--- config.mk ---
export PLATFORM = sky130hd
export DESIGN_NAME = hazard_fwd_scoreboard
export DESIGN_NICKNAME = d
export VERILOG_FILES = /design/src/rtl/hazard_pkg.sv /design/src/rtl/hazard_scoreboard.sv /design/src/rtl/hazard_fwd_scoreboard.sv
export SDC_FILE = /design/constraint.sdc
export NUM_CORES = 1
export LEC_CHECK = 0
export CAP_MARGIN = 10
export CORE_ASPECT_RATIO = 1.25
export CORE_MARGIN = 5
export CORE_UTILIZATION = 40
export CTS_CLUSTER_DIAMETER = 100
export DETAILED_ROUTE_END_ITERATION = 10
export HOLD_SLACK_MARGIN = 0.03
export PLACE_DENSITY = 0.69
export SETUP_SLACK_MARGIN = 0.5
export SKIP_CTS_REPAIR_TIMING = 1
export SLEW_MARGIN = 30
export SYNTH_ARGS = -nofsm -noshare
export SYNTH_HDL_FRONTEND = slang
export SYNTH_SLANG_ARGS = --single-unit
--- constraint.sdc ---
create_clock -name clk -period 3.8 [get_ports clk]
set_clock_uncertainty 0.15 [all_clocks]
set_input_delay 0.95 -clock clk [delete_from_list [all_inputs] [get_ports clk]]
set_output_delay 0.95 -clock clk [all_outputs]
set_load 0.005 [all_outputs]
--- src/rtl/hazard_pkg.sv ---
// Shared widths, encodings and stage indices for the hazard/forwarding block.
package hazard_pkg;

  // Register-address width for a register file of num_regs entries.
  function automatic int ra_w(input int num_regs);
    return (num_regs > 1) ? $clog2(num_regs) : 1;
  endfunction

  // Width of a forwarding select: 0 = regfile, 1..fwd_stages = stage index + 1.
  function automatic int fs_w(input int fwd_stages);
    return (fwd_stages > 0) ? $clog2(fwd_stages + 1) : 1;
  endfunction

  // Width of the in-flight multi-cycle op counter (must hold 0..mc_slots).
  function automatic int mc_w(input int mc_slots);
    return (mc_slots > 0) ? $clog2(mc_slots + 1) : 1;
  endfunction

  localparam int FWD_NONE = 0;  // operand comes from the register file
  localparam int STG_MEM  = 0;  // youngest forwarding stage
  localparam int STG_WB   = 1;  // next-older forwarding stage

endpackage

--- src/rtl/hazard_scoreboard.sv ---
// Pending-write scoreboard for variable-latency ops: one bit per register plus
// an outstanding-op counter. A set and a clear of the same register in one
// cycle leaves it set; writebacks with nothing outstanding are dropped.
module hazard_scoreboard
  import hazard_pkg::*;
#(
  parameter  int NUM_REGS = 32,
  parameter  int MC_SLOTS = 2,
  localparam int RA_W     = ra_w(NUM_REGS),
  localparam int IW       = mc_w(MC_SLOTS)
) (
  input  logic                clk,
  input  logic                rst_n,
  input  logic                issue,
  input  logic [RA_W-1:0]     issue_rd,
  input  logic                wb_valid,
  input  logic [RA_W-1:0]     wb_rd,
  output logic [NUM_REGS-1:0] pending,
  output logic [IW-1:0]       inflight
);

  logic [NUM_REGS-1:0] pending_r;
  logic [NUM_REGS-1:0] pending_nxt_s;
  logic [NUM_REGS-1:0] set_mask_s;
  logic [NUM_REGS-1:0] clr_mask_s;
  logic [IW-1:0]       inflight_r;
  logic [IW-1:0]       inflight_nxt_s;
  logic                inc_s;
  logic                dec_s;

  // A writeback only counts when something is outstanding; issue never overfills.
  assign dec_s = wb_valid && (inflight_r != '0);
  assign inc_s = issue && (inflight_r < IW'(MC_SLOTS));

  // Next-state of pending bits and counter; set mask applied after clear so set wins.
  always_comb begin
    set_mask_s     = '0;
    clr_mask_s     = '0;
    inflight_nxt_s = inflight_r;
    if (dec_s) clr_mask_s[wb_rd] = 1'b1;
    else       clr_mask_s        = '0;
    if (issue && (issue_rd != '0)) set_mask_s[issue_rd] = 1'b1;
    else                           set_mask_s           = '0;
    pending_nxt_s    = (pending_r & ~clr_mask_s) | set_mask_s;
    pending_nxt_s[0] = 1'b0;
    case ({inc_s, dec_s})
      2'b10:   inflight_nxt_s = inflight_r + IW'(1);
      2'b01:   inflight_nxt_s = inflight_r - IW'(1);
      default: inflight_nxt_s = inflight_r;
    endcase
  end

  // Scoreboard state registers; reset discards every in-flight op.
  always_ff @(posedge clk or negedge rst_n) begin
    if (!rst_n) begin
      pending_r  <= '0;
      inflight_r <= '0;
    end else begin
      pending_r  <= pending_nxt_s;
      inflight_r <= inflight_nxt_s;
    end
  end

  assign pending  = pending_r;
  assign inflight = inflight_r;

endmodule

--- src/rtl/hazard_fwd_scoreboard.sv ---
// EX operand forwarding, ID load-use / scoreboard stall detection and a
// saturating stall-cycle counter. The scoreboard is read registered, so a
// writeback releases a dependent stall one cycle after it happens.
module hazard_fwd_scoreboard
  import hazard_pkg::*;
#(
  parameter  int NUM_REGS   = 32,
  parameter  int NUM_READ   = 2,
  parameter  int FWD_STAGES = 2,
  parameter  int MC_SLOTS   = 2,
  parameter  int CNT_W      = 16,
  localparam int RA_W       = ra_w(NUM_REGS),
  localparam int FS_W       = fs_w(FWD_STAGES),
  localparam int IW         = mc_w(MC_SLOTS)
) (
  input  logic                             clk,
  input  logic                             rst_n,
  input  logic [NUM_READ-1:0][RA_W-1:0]    ex_rs,
  input  logic [FWD_STAGES-1:0][RA_W-1:0]  stage_rd,
  input  logic [FWD_STAGES-1:0]            stage_reg_wr,
  output logic [NUM_READ-1:0][FS_W-1:0]    forward_sel,
  input  logic [NUM_READ-1:0][RA_W-1:0]    id_rs,
  input  logic [NUM_READ-1:0]              id_rs_used,
  input  logic [RA_W-1:0]                  id_rd,
  input  logic                             id_valid,
  input  logic                             id_mc_op,
  input  logic [RA_W-1:0]                  ex_rd,
  input  logic                             ex_mem_read,
  input  logic                             mc_wb_valid,
  input  logic [RA_W-1:0]                  mc_wb_rd,
  output logic                             stall_id,
  output logic                             flush_ex,
  output logic [NUM_REGS-1:0]              sb_pending,
  output logic [IW-1:0]                    mc_inflight,
  output logic [CNT_W-1:0]                 stall_count
);

  logic [NUM_READ-1:0][FWD_STAGES-1:0] hit_s;
  logic                                load_use_s;
  logic                                raw_s;
  logic                                waw_s;
  logic                                struct_s;
  logic                                issue_s;
  logic [CNT_W-1:0]                    stall_cnt_r;

  // Forward select: scan oldest to youngest so the youngest matching stage wins.
  always_comb begin
    hit_s       = '0;
    forward_sel = '0;
    for (int i = 0; i < NUM_READ; i++) begin
      forward_sel[i] = FS_W'(FWD_NONE);
      for (int k = FWD_STAGES - 1; k >= 0; k--) begin
        hit_s[i][k]    = stage_reg_wr[k] && (stage_rd[k] != '0) && (stage_rd[k] == ex_rs[i]);
        forward_sel[i] = hit_s[i][k] ? FS_W'(k + 1) : forward_sel[i];
      end
    end
  end

  // Per-source hazard terms: load-use against EX and RAW against the scoreboard.
  always_comb begin
    load_use_s = 1'b0;
    raw_s      = 1'b0;
    for (int i = 0; i < NUM_READ; i++) begin
      load_use_s = load_use_s | (ex_mem_read && (ex_rd != '0) && (ex_rd == id_rs[i]) && id_rs_used[i]);
      raw_s      = raw_s | (sb_pending[id_rs[i]] && id_rs_used[i]);
    end
  end

  assign waw_s    = sb_pending[id_rd] && (id_rd != '0);
  assign struct_s = id_mc_op && (mc_inflight == IW'(MC_SLOTS));
  assign stall_id = id_valid && (load_use_s || raw_s || waw_s || struct_s);
  assign flush_ex = stall_id;
  assign issue_s  = id_valid && id_mc_op && !stall_id;

  hazard_scoreboard #(
    .NUM_REGS (NUM_REGS),
    .MC_SLOTS (MC_SLOTS)
  ) u_scoreboard (
    .clk      (clk),
    .rst_n    (rst_n),
    .issue    (issue_s),
    .issue_rd (id_rd),
    .wb_valid (mc_wb_valid),
    .wb_rd    (mc_wb_rd),
    .pending  (sb_pending),
    .inflight (mc_inflight)
  );

  // Saturating count of cycles spent stalling ID.
  always_ff @(posedge clk or negedge rst_n) begin
    if (!rst_n) begin
      stall_cnt_r <= '0;
    end else if (stall_id && (stall_cnt_r != '1)) begin
      stall_cnt_r <= stall_cnt_r + CNT_W'(1);
    end else begin
      stall_cnt_r <= stall_cnt_r;
    end
  end

  assign stall_count = stall_cnt_r;

endmodule
==> results_tabular.tex <==
\begin{tabular}{lr}
\hline
Metric & Value \\
\hline
\multicolumn{2}{l}{\textbf{Die}} \\
\quad Count of standard-cell rows & 38 \\
\quad Floorplan die height & 114 um \\
\quad Number of I/O pins & 111 \\
\quad Initial Utilization & 0.405 \\
\quad Die X-Extent & 93.5 um \\
\quad Die Footprint & 0.0107 mm2 \\
\quad Placeable core region & 0.00861 mm2 \\
\multicolumn{2}{l}{\textbf{Synthesis}} \\
\quad Post-synthesis instance area & 0.00348 mm2 \\
\quad Number of flip-flops and latches in the synthesized netlist & 49 \\
\quad Synthesized netlist cell count & 347 \\
\quad Mean post-synth cell area & 10.0 um2 \\
\quad Share of the yosys chip area belonging to registers & 0.352 \\
\quad Prevailing post-synth register cell & dfrtp\_1 \\
\quad Post-synth ARST share & 1.00 \\
\quad Count of distinct cell types in the synthesized netlist & 48 \\
\quad Number of warnings issued by yosys & 0 \\
\quad Post-synth net total & 404 \\
\quad Number of enable-type register cells in the synthesized netlist & 0 \\
\multicolumn{2}{l}{\textbf{Power}} \\
\quad Net switching power & 0.662 mW \\
\quad Switching Fraction & 0.337 \\
\quad Total power per unit cell area & 356 mW/mm2 \\
\quad Combinational Power Share & 0.409 \\
\quad Internal portion of total power & 1.30 mW \\
\quad Sequential group share of total power & 0.399 \\
\quad Peak supply drop & 0.293 mV \\
\quad Share of total power in the clock network & 0.193 \\
\quad Leak Pwr & 2.51 nW \\
\multicolumn{2}{l}{\textbf{CTS}} \\
\quad CTS H-tree depth & 2 \\
\quad Insertion delay to the later sink of the worst-skew pair & 0.32 ns \\
\quad Number of buffers created by CTS & 5 \\
\quad Cell at the root of the clock tree & clkbuf\_8 \\
\quad Clock Pin Slew Worst Setup and Hold Paths & 0.09 ns \\
\quad CTS sink cnt & 49 \\
\quad Clock tree from TritonCTS & done \\
\quad Deepest clock path buffer count & 2 \\
\multicolumn{2}{l}{\textbf{Global routing}} \\
\quad First-pass GRT wire length & 19000 um \\
\quad Total global-route track usage & 0.224 \\
\quad Vias in the first global route & 3667 \\
\quad Gr ovfl total & 0 \\
\quad Number of antenna violations at the first check in global routing & 0 \\
\quad Pin count of the biggest net entering global routing & 27 \\
\multicolumn{2}{l}{\textbf{STA}} \\
\quad Setup violations, final & 0 \\
\quad Max Clock Freq & 277 MHz \\
\quad Slew Limit Headroom & 0.603 \\
\quad Slew at the pin closest to its max-slew limit & 0.595 ns \\
\quad Period utilisation layout & 0.949 \\
\quad Final max-slew violation count & 0 \\
\quad Final hold violation count & 0 \\
\quad Unrepaired setup endpoints after global routing & true \\
\quad Final period demand of the worst path & 3.61 ns \\
\multicolumn{2}{l}{\textbf{Run}} \\
\quad Count of maximum capacitance violations & 0 \\
\multicolumn{2}{l}{\textbf{Cells and area}} \\
\quad Layout cells sized above 1 & 0.288 \\
\quad Final Core Density & 0.641 \\
\quad P\&R area growth vs syn & 58.3\% \\
\quad Most common library cell in the layout ignoring fill and taps & o21ai\_0 \\
\quad Fin area & 0.00552 mm2 \\
\quad Total inserted antenna cells & 0 \\
\quad Most used cells in the layout excluding fill and tap cells & o21ai\_0 (64), clkdlybuf4s50\_1 (59), buf\_4 (56) \\
\quad Fin nets & 567 \\
\multicolumn{2}{l}{\textbf{Detailed routing}} \\
\quad Detailed Route Iter0 Violations & 201 \\
\quad DRT Pass-1 Iters & 4 \\
\quad Detailed-route via count & 3553 \\
\quad Number of antenna-violating nets in the routed design & 0 \\
\quad Routed length per instance & 19.4 um \\
\quad Number of design rule violations left after detail routing & 0 \\
\quad Per-cell via count in the routed design & 5.63 \\
\quad Total wirelength of the detailed-routed design & 12300 um \\
\multicolumn{2}{l}{\textbf{Setup path}} \\
\quad Arrival time at the worst endpoint & 2.51 ns \\
\quad CP endpoint kind & output pin \\
\quad Slowest CP cell & mux4\_2 \\
\quad Crit path required time & 2.70 ns \\
\quad Worst Setup Start Kind & input pin \\
\quad Count of buffering cells on the critical path with inverters included & 2 \\
\quad Class of the most critical setup path & input pin to output pin \\
\quad Largest driver fanout on the critical path & 3 \\
\quad CP top delay family & multiplexers \\
\quad Slowest stage delay, CP & 0.52 ns \\
\quad CP cell instances & buf\_4, mux4\_2, mux2i\_4, nor3b\_2, nor3\_2, o2111a\_2, nor2b\_4, clkbuf\_2 \\
\multicolumn{2}{l}{\textbf{Status}} \\
\quad Run status & finished, final reports clean \\
\multicolumn{2}{l}{\textbf{Hold path}} \\
\quad Worst Hold Class & flip-flop to flip-flop \\
\multicolumn{2}{l}{\textbf{Placed design}} \\
\quad Number of buffers added on ports & 109 \\
\quad Area after DPL & 0.00507 mm2 \\
\quad Post-detailed-placement half-perimeter wirelength & 9380 um \\
\quad RePlAce Congestion & 0.932 \\
\hline
\end{tabular}
per-layer routing:
layer | part of all wire | global-route usage | vias up
li1 | - | - | 1635
met2 | 0.55 | 0.403 | 144
met4 | 0.029 | 0.0909 | 0
met5 | 0 | 0 | -
met3 | 0.061 | 0.0440 | 30
met1 | 0.36 | 0.260 | 1744
worst paths after layout:
check                                         start                  endpoint  slack (ns)  cells after the start
max reg2reg                u_scoreboard.pending[12]  u_scoreboard.inflight[1]        0.86                     10
max in group asynchronous                     rst_n  u_scoreboard.inflight[1]        2.28                      2
min                                  stall_count[6]            stall_count[6]        0.35                      1
min in group asynchronous                     rst_n           stall_count[10]        0.48                      1
min reg2reg                          stall_count[6]            stall_count[6]        0.35                      1
max                                        id_rd[1]                  stall_id        0.19                      8
Yosys cell counts, types with 2 or more instances:
master     count  area share
nand2b_1       2      0.0036
xnor2_1       17       0.043
mux2_2         6       0.019
ha_1           2      0.0072
mux4_2        17        0.11
or3_1          4      0.0072
o21ai_0       67       0.096
buf_6          2      0.0065
and4_1         2      0.0050
buf_4          3      0.0065
nand3b_1      10       0.022
nand3_1       12       0.017
a311oi_1       2      0.0050
nand2_1       20       0.022
nand4_1        6       0.011
clkbuf_1       8      0.0086
nor2_1        13       0.014
or3b_2         4       0.010
nor2b_1        3      0.0054
nor3b_1        5       0.011
dfrtp_1       49        0.35
mux2i_1       14       0.040
or4_1          5       0.011
xor2_1        29       0.073
buf_2          4      0.0057
o22ai_1        2      0.0036
nor4_1         4      0.0072
nor4_2         3       0.011
a2111oi_0      2      0.0050
inv_1          4      0.0043
nor3_1         9       0.013
power groups by stage:
stage	logic (mW)	registers, mW	clock network (mW)
2_1_floorplan	0.355	0.750	0
3_3_place_gp	0.752	0.789	0
3_5_place_dp	0.766	0.792	0
4_1_cts	0.770	0.782	0.385
5_1_grt	0.868	0.803	0.411
6_report	0.802	0.783	0.378
cell families (layout without fill, tap and decap cells):
family                   Yosys count  after routing  share of synthesized area
flip-flops                        49             49                      0.352
AO/OA/AOI/OAI                     83             83                      0.133
buffers and inverters             21            185                     0.0316
multiplexers                      37             37                      0.170
adder cells (fa/ha/maj)            2              2                    0.00718
AND/OR/NAND/NOR                  108            108                      0.190
XOR/XNOR                          46             46                      0.116
other                              1              1                    0.00108
area by class of cell:
type	count	area [um2]
repair buffers	173	1690
clock buffers	5	68.8
well taps	120	150
fillers	709	3090
multi-input cells	277	2320
inverters	4	15.0
clock inverters	3	46.3
flip-flops and latches	49	1230
state kept, by name (all words and copies together) (netlist names):
register / flops
u_scoreboard.inflight: 2
u_scoreboard.pending: 31
stall_count: 16
per-stage QoR:
stage	cells	total power, mW	TNS, ns	setup WS [ns]	hold WS (ns)
after floorplan	347	1.11	0	0.139	0.335
after global placement	614	1.54	-10.69	-0.822	0.347
after detailed placement	614	1.56	-8.35	-0.750	0.341
after CTS	622	1.94	-2.78	-0.773	0.357
after global routing	631	2.08	0	0.0939	0.372
final	631	1.96	0	0.193	0.355
(Power assumes the default switching activity.)
==> edit 1 (same settings) <==
`NUM_REGS` is set to 32 in 2 places; all go to 16.
--- a/src/rtl/hazard_scoreboard.sv
+++ b/src/rtl/hazard_scoreboard.sv
@@ -4,7 +4,7 @@
 module hazard_scoreboard
   import hazard_pkg::*;
 #(
-  parameter  int NUM_REGS = 32,
+  parameter  int NUM_REGS = 16,
   parameter  int MC_SLOTS = 2,
   localparam int RA_W     = ra_w(NUM_REGS),
   localparam int IW       = mc_w(MC_SLOTS)
--- a/src/rtl/hazard_fwd_scoreboard.sv
+++ b/src/rtl/hazard_fwd_scoreboard.sv
@@ -4,7 +4,7 @@
 module hazard_fwd_scoreboard
   import hazard_pkg::*;
 #(
-  parameter  int NUM_REGS   = 32,
+  parameter  int NUM_REGS   = 16,
   parameter  int NUM_READ   = 2,
   parameter  int FWD_STAGES = 2,
   parameter  int MC_SLOTS   = 2,
Interface: changed (7 resized); port bits go from 111 to 86. No check against the original RTL was run, so the function may have changed too.
==> edit 1 against the original RTL <==
  * Critical path type unchanged
  * Highest routed layer unchanged
  * Synthesized cell count decreased by 30%
  * Register-to-register slack got worse by 0.14 ns
  * Total power decreased by 16%
  * Area after synthesis decreased by 31%
  * Critical endpoint is now flush_ex
  * Wire length decreased by 38%
  * Utilization increased by 1.0 points
  * Fmax increased by 2.4%
  * Sequential share of layout area decreased by 0.44 points
  * Worst setup slack improved by 0.086 ns
  * Sequential cell count decreased by 16
  * Design area decreased by 31%
  * First-iteration DRC count decreased by 51%
  * Largest power group unchanged
==> edit 1: results <==
metrics = {
    "status": {
        "outcome": "complete, no violations",
    },
    "hold_path": {
        "min_from": "stall_count[7]$_DFFE_PN0P_",
    },
    "setup_path": {
        "rrSetupSlack_ns": 0.72,
        "cp_top_family": "compound AO/OA/AOI/OAI gates",
        "r2r_start": "u_scoreboard.pending[11]$_DFF_PN0_",
        "cp_max_fo": 4,
        "critPathArrivalTime_ns": 2.42,
        "max_stage_delay_ns": 0.31,
        "endpoint": "flush_ex",
    },
    "grt": {
        "track_usage": 0.195,
        "grt_pass1_vias": 2482,
        "antenna_found_initial": 1,
        "grt_start_max_net_pins": 34,
    },
    "yosys": {
        "ys_top_cells_by_area": "dfrtp_1 (35%), xnor2_1 (12%), mux4_2 (5.7%)",
        "syn_nets": 291,
        "yosys-top-cells-count": "dfrtp_1 (33), xnor2_1 (32), nand4_1 (17), nand3_1 (14)",
        "ys_types": 46,
    },
    "clocking": {
        "cts.clk_slew.worst_paths_ns": 0.07,
        "insertion_delay_ns": 0.29,
    },
    "drt": {
        "wl_per_cell_um": 17.8,
        "drtIter0Drc": 98,
        "vias": 2389,
    },
    "cells_and_area": {
        "drive_above_1_share": 0.254,
        "largest_reg_flops": 16,
        "final_nets": 405,
    },
    "pwr": {
        "ir_drop_mv": 0.258,
        "p_leak_nw": 1.72,
    },
    "placement": {
        "routabilityCongestion": 0.908,
    },
    "timing": {
        "fin_crit_sh": 0.927,
    },
}
[edit 1: cell count changes in the layout (fill, tap and decap cells not counted), sizes merged, moves of 10 or more]
cell          change
xor2             -21
nand4            +11
mux4             -11
dlymetal6s2s     -10
dfrtp            -16
buf              -33
o21ai            -42
xnor2            +15
[edit 1: worst min-delay path by stage]
| stage | slack, ns | end | cells after the start |
|---|---|---|---|
| floorplan | 0.33 | stall_count[5]$_DFFE_PN0P_ | 1 |
| global placement | 0.33 | stall_count[7]$_DFFE_PN0P_ | 1 |
| detailed placement | 0.34 | stall_count[7]$_DFFE_PN0P_ | 1 |
| CTS | 0.35 | stall_count[7]$_DFFE_PN0P_ | 1 |
| global route | 0.37 | stall_count[7]$_DFFE_PN0P_ | 1 |
| finish | 0.34 | stall_count[7]$_DFFE_PN0P_ | 1 |
[edit 1: cells by family after synthesis]
logic type      Yosys count  share of synthesized area
simple gates             87                      0.199
compound gates           43                      0.129
xor+xnor                 40                      0.147
flops                    33                      0.346
mux                      21                      0.125
buf+inv                  16                     0.0429
fa+ha+maj                 2                     0.0105
other cells               1                    0.00157
[edit 1: area by class of cell]
type / instances / area share
inverters: 3 / 0.00297
flip-flops and latches: 33 / 0.218
multi-input cells: 194 / 0.424
well taps: 66 / 0.0218
clock buffers: 5 / 0.0182
clock inverters: 3 / 0.00462
repair buffers: 120 / 0.310
diodes: 1 / 0.000661
[edit 1: per-layer routing]
metal | vias up | GRT usage | part of all wire
li1 | 1125 | - | -
met1 | 1131 | 0.207 | 0.37
met2 | 110 | 0.350 | 0.50
met3 | 23 | 0.0566 | 0.084
met4 | 0 | 0.106 | 0.037
met5 | - | 0 | 0
[edit 1: report_power, final]
group,total [W],internal [W],switching (W)
combinational,0.000772,0.000466,0.000306
clock,0.000265,0.000126,0.000138
sequential,0.000607,0.000450,0.000157
total,0.00164,0.00104,0.000601
[edit 1: metrics by stage]
stage | TNS (ns) | instances | utilization | instance area, um^2 | total power [W]
after global routing | 0 | 425 | 0.651 | 3790 | 0.00175
after global placement | -1.79 | 413 | 0.597 | 3480 | 0.00132
after detailed placement | -2.25 | 413 | 0.597 | 3480 | 0.00133
after CTS | -1.61 | 421 | 0.612 | 3560 | 0.00159
final | 0 | 425 | 0.651 | 3790 | 0.00164
after floorplan | 0 | 243 | - | 2420 | 0.000922
==> edit 2 (config.mk and constraints unchanged) <==
Made on the original files. Put one more register stage on the output `stall_count`, cleared by the reset. The value now appears one clock later. The other outputs are not delayed to match.
--- a/src/rtl/hazard_fwd_scoreboard.sv
+++ b/src/rtl/hazard_fwd_scoreboard.sv
@@ -97,6 +97,12 @@
     end
   end
 
-  assign stall_count = stall_cnt_r;
+  always_ff @(posedge clk or negedge rst_n) begin
+    if (!rst_n) begin
+      stall_count <= '0;
+    end else begin
+      stall_count <= stall_cnt_r;
+    end
+  end
 
 endmodule
Behaviour: not the same (Yosys sat finds a counterexample within 4 cycles, from zero or initial values and one cycle with rst_n low).
==> edit 2 against the original RTL <==
  * Sequential cell count is 16 higher
  * Total power is 37% higher
  * Largest cell class unchanged
  * Worst hold slack worse by 0.083 ns
  * Critical path type unchanged
  * Non-clock buffer count is 11 higher
  * Area after synthesis is 11% higher
  * Wire length is 7.4% higher
  * Design area is 13% higher
  * Worst setup slack worse by 0.094 ns
==> edit 2: results <==
metrics = {
    "status": {
        "outcome": "complete, no violations",
    },
    "pwr": {
        "p_seq_frac": 0.372,
        "p_leak_nw": 2.86,
        "powerComb_w": 0.000821,
        "intPower_w": 0.00189,
        "sequentialPower_w": 0.000996,
        "ir_drop_mv": 0.331,
    },
    "yosys": {
        "ys_top_cells_by_area": "dfrtp_1 (42%), mux4_2 (9.9%), o21ai_0 (8.6%)",
        "synthMuxAreaShare": 0.152,
        "syn_nets": 420,
        "yosys.area_share.adder": 0.00645,
    },
    "hold_path": {
        "holdPathEnd": "stall_count[6]$_DFF_PN0_",
        "hold_path_depth": 0,
    },
    "setup_path": {
        "rrSetupSlack_ns": 0.84,
        "r2r_start": "u_scoreboard.pending[17]$_DFF_PN0_",
        "reg2regPathDepth": 11,
        "critPathArrivalTime_ns": 2.60,
        "cp_max_fo": 6,
        "cp-startpoint": "id_rs[2]",
    },
    "drt": {
        "met1Wirelength_mm": 4.81,
        "drt_pre_antenna_iters": 5,
    },
    "grt": {
        "grt_start_max_net_pins": 28,
        "met2_usage": 0.362,
        "grt_pass1_wl_mm": 19.7,
    },
    "cells_and_area": {
        "drive_above_1_share": 0.293,
        "final_nets": 598,
        "fillers": 728,
    },
    "placement": {
        "place_area_mm2": 0.00549,
        "dp.cells": 639,
    },
    "clocking": {
        "cts_buffers": 9,
    },
    "timing": {
        "timing.hold.ws_ns": 0.272,
        "tightest_slew_ns": 0.587,
    },
}
## edit 2: cell types whose count changed after synthesis, sizes merged
cell	before	now
buf	9	10
and4	2	1
dfrtp	49	65
clkbuf	8	7
nand3	12	13
nor2	13	12
nor3	9	10
## edit 2: cell type report
type                            instances  share of cell area
Inverter                                4             0.00242
Clock inverter                          5              0.0129
Sequential cell                        65               0.262
Multi-Input combinational cell        277               0.371
Clock buffer                           11              0.0374
Tap cell                              126              0.0254
Timing Repair Buffer                  184               0.289
Antenna cell                            2            0.000805
## edit 2: cells by family (layout without fill, tap and decap cells)
| group | count (synthesis) | count (layout) |
|---|---|---|
| AO/OA/AOI/OAI | 83 | 83 |
| XOR/XNOR | 46 | 46 |
| adder cells (fa/ha/maj) | 2 | 2 |
| buffers and inverters | 21 | 204 |
| flip-flops | 65 | 65 |
| multiplexers | 37 | 37 |
| other | 1 | 3 |
| AND/OR/NAND/NOR | 108 | 108 |
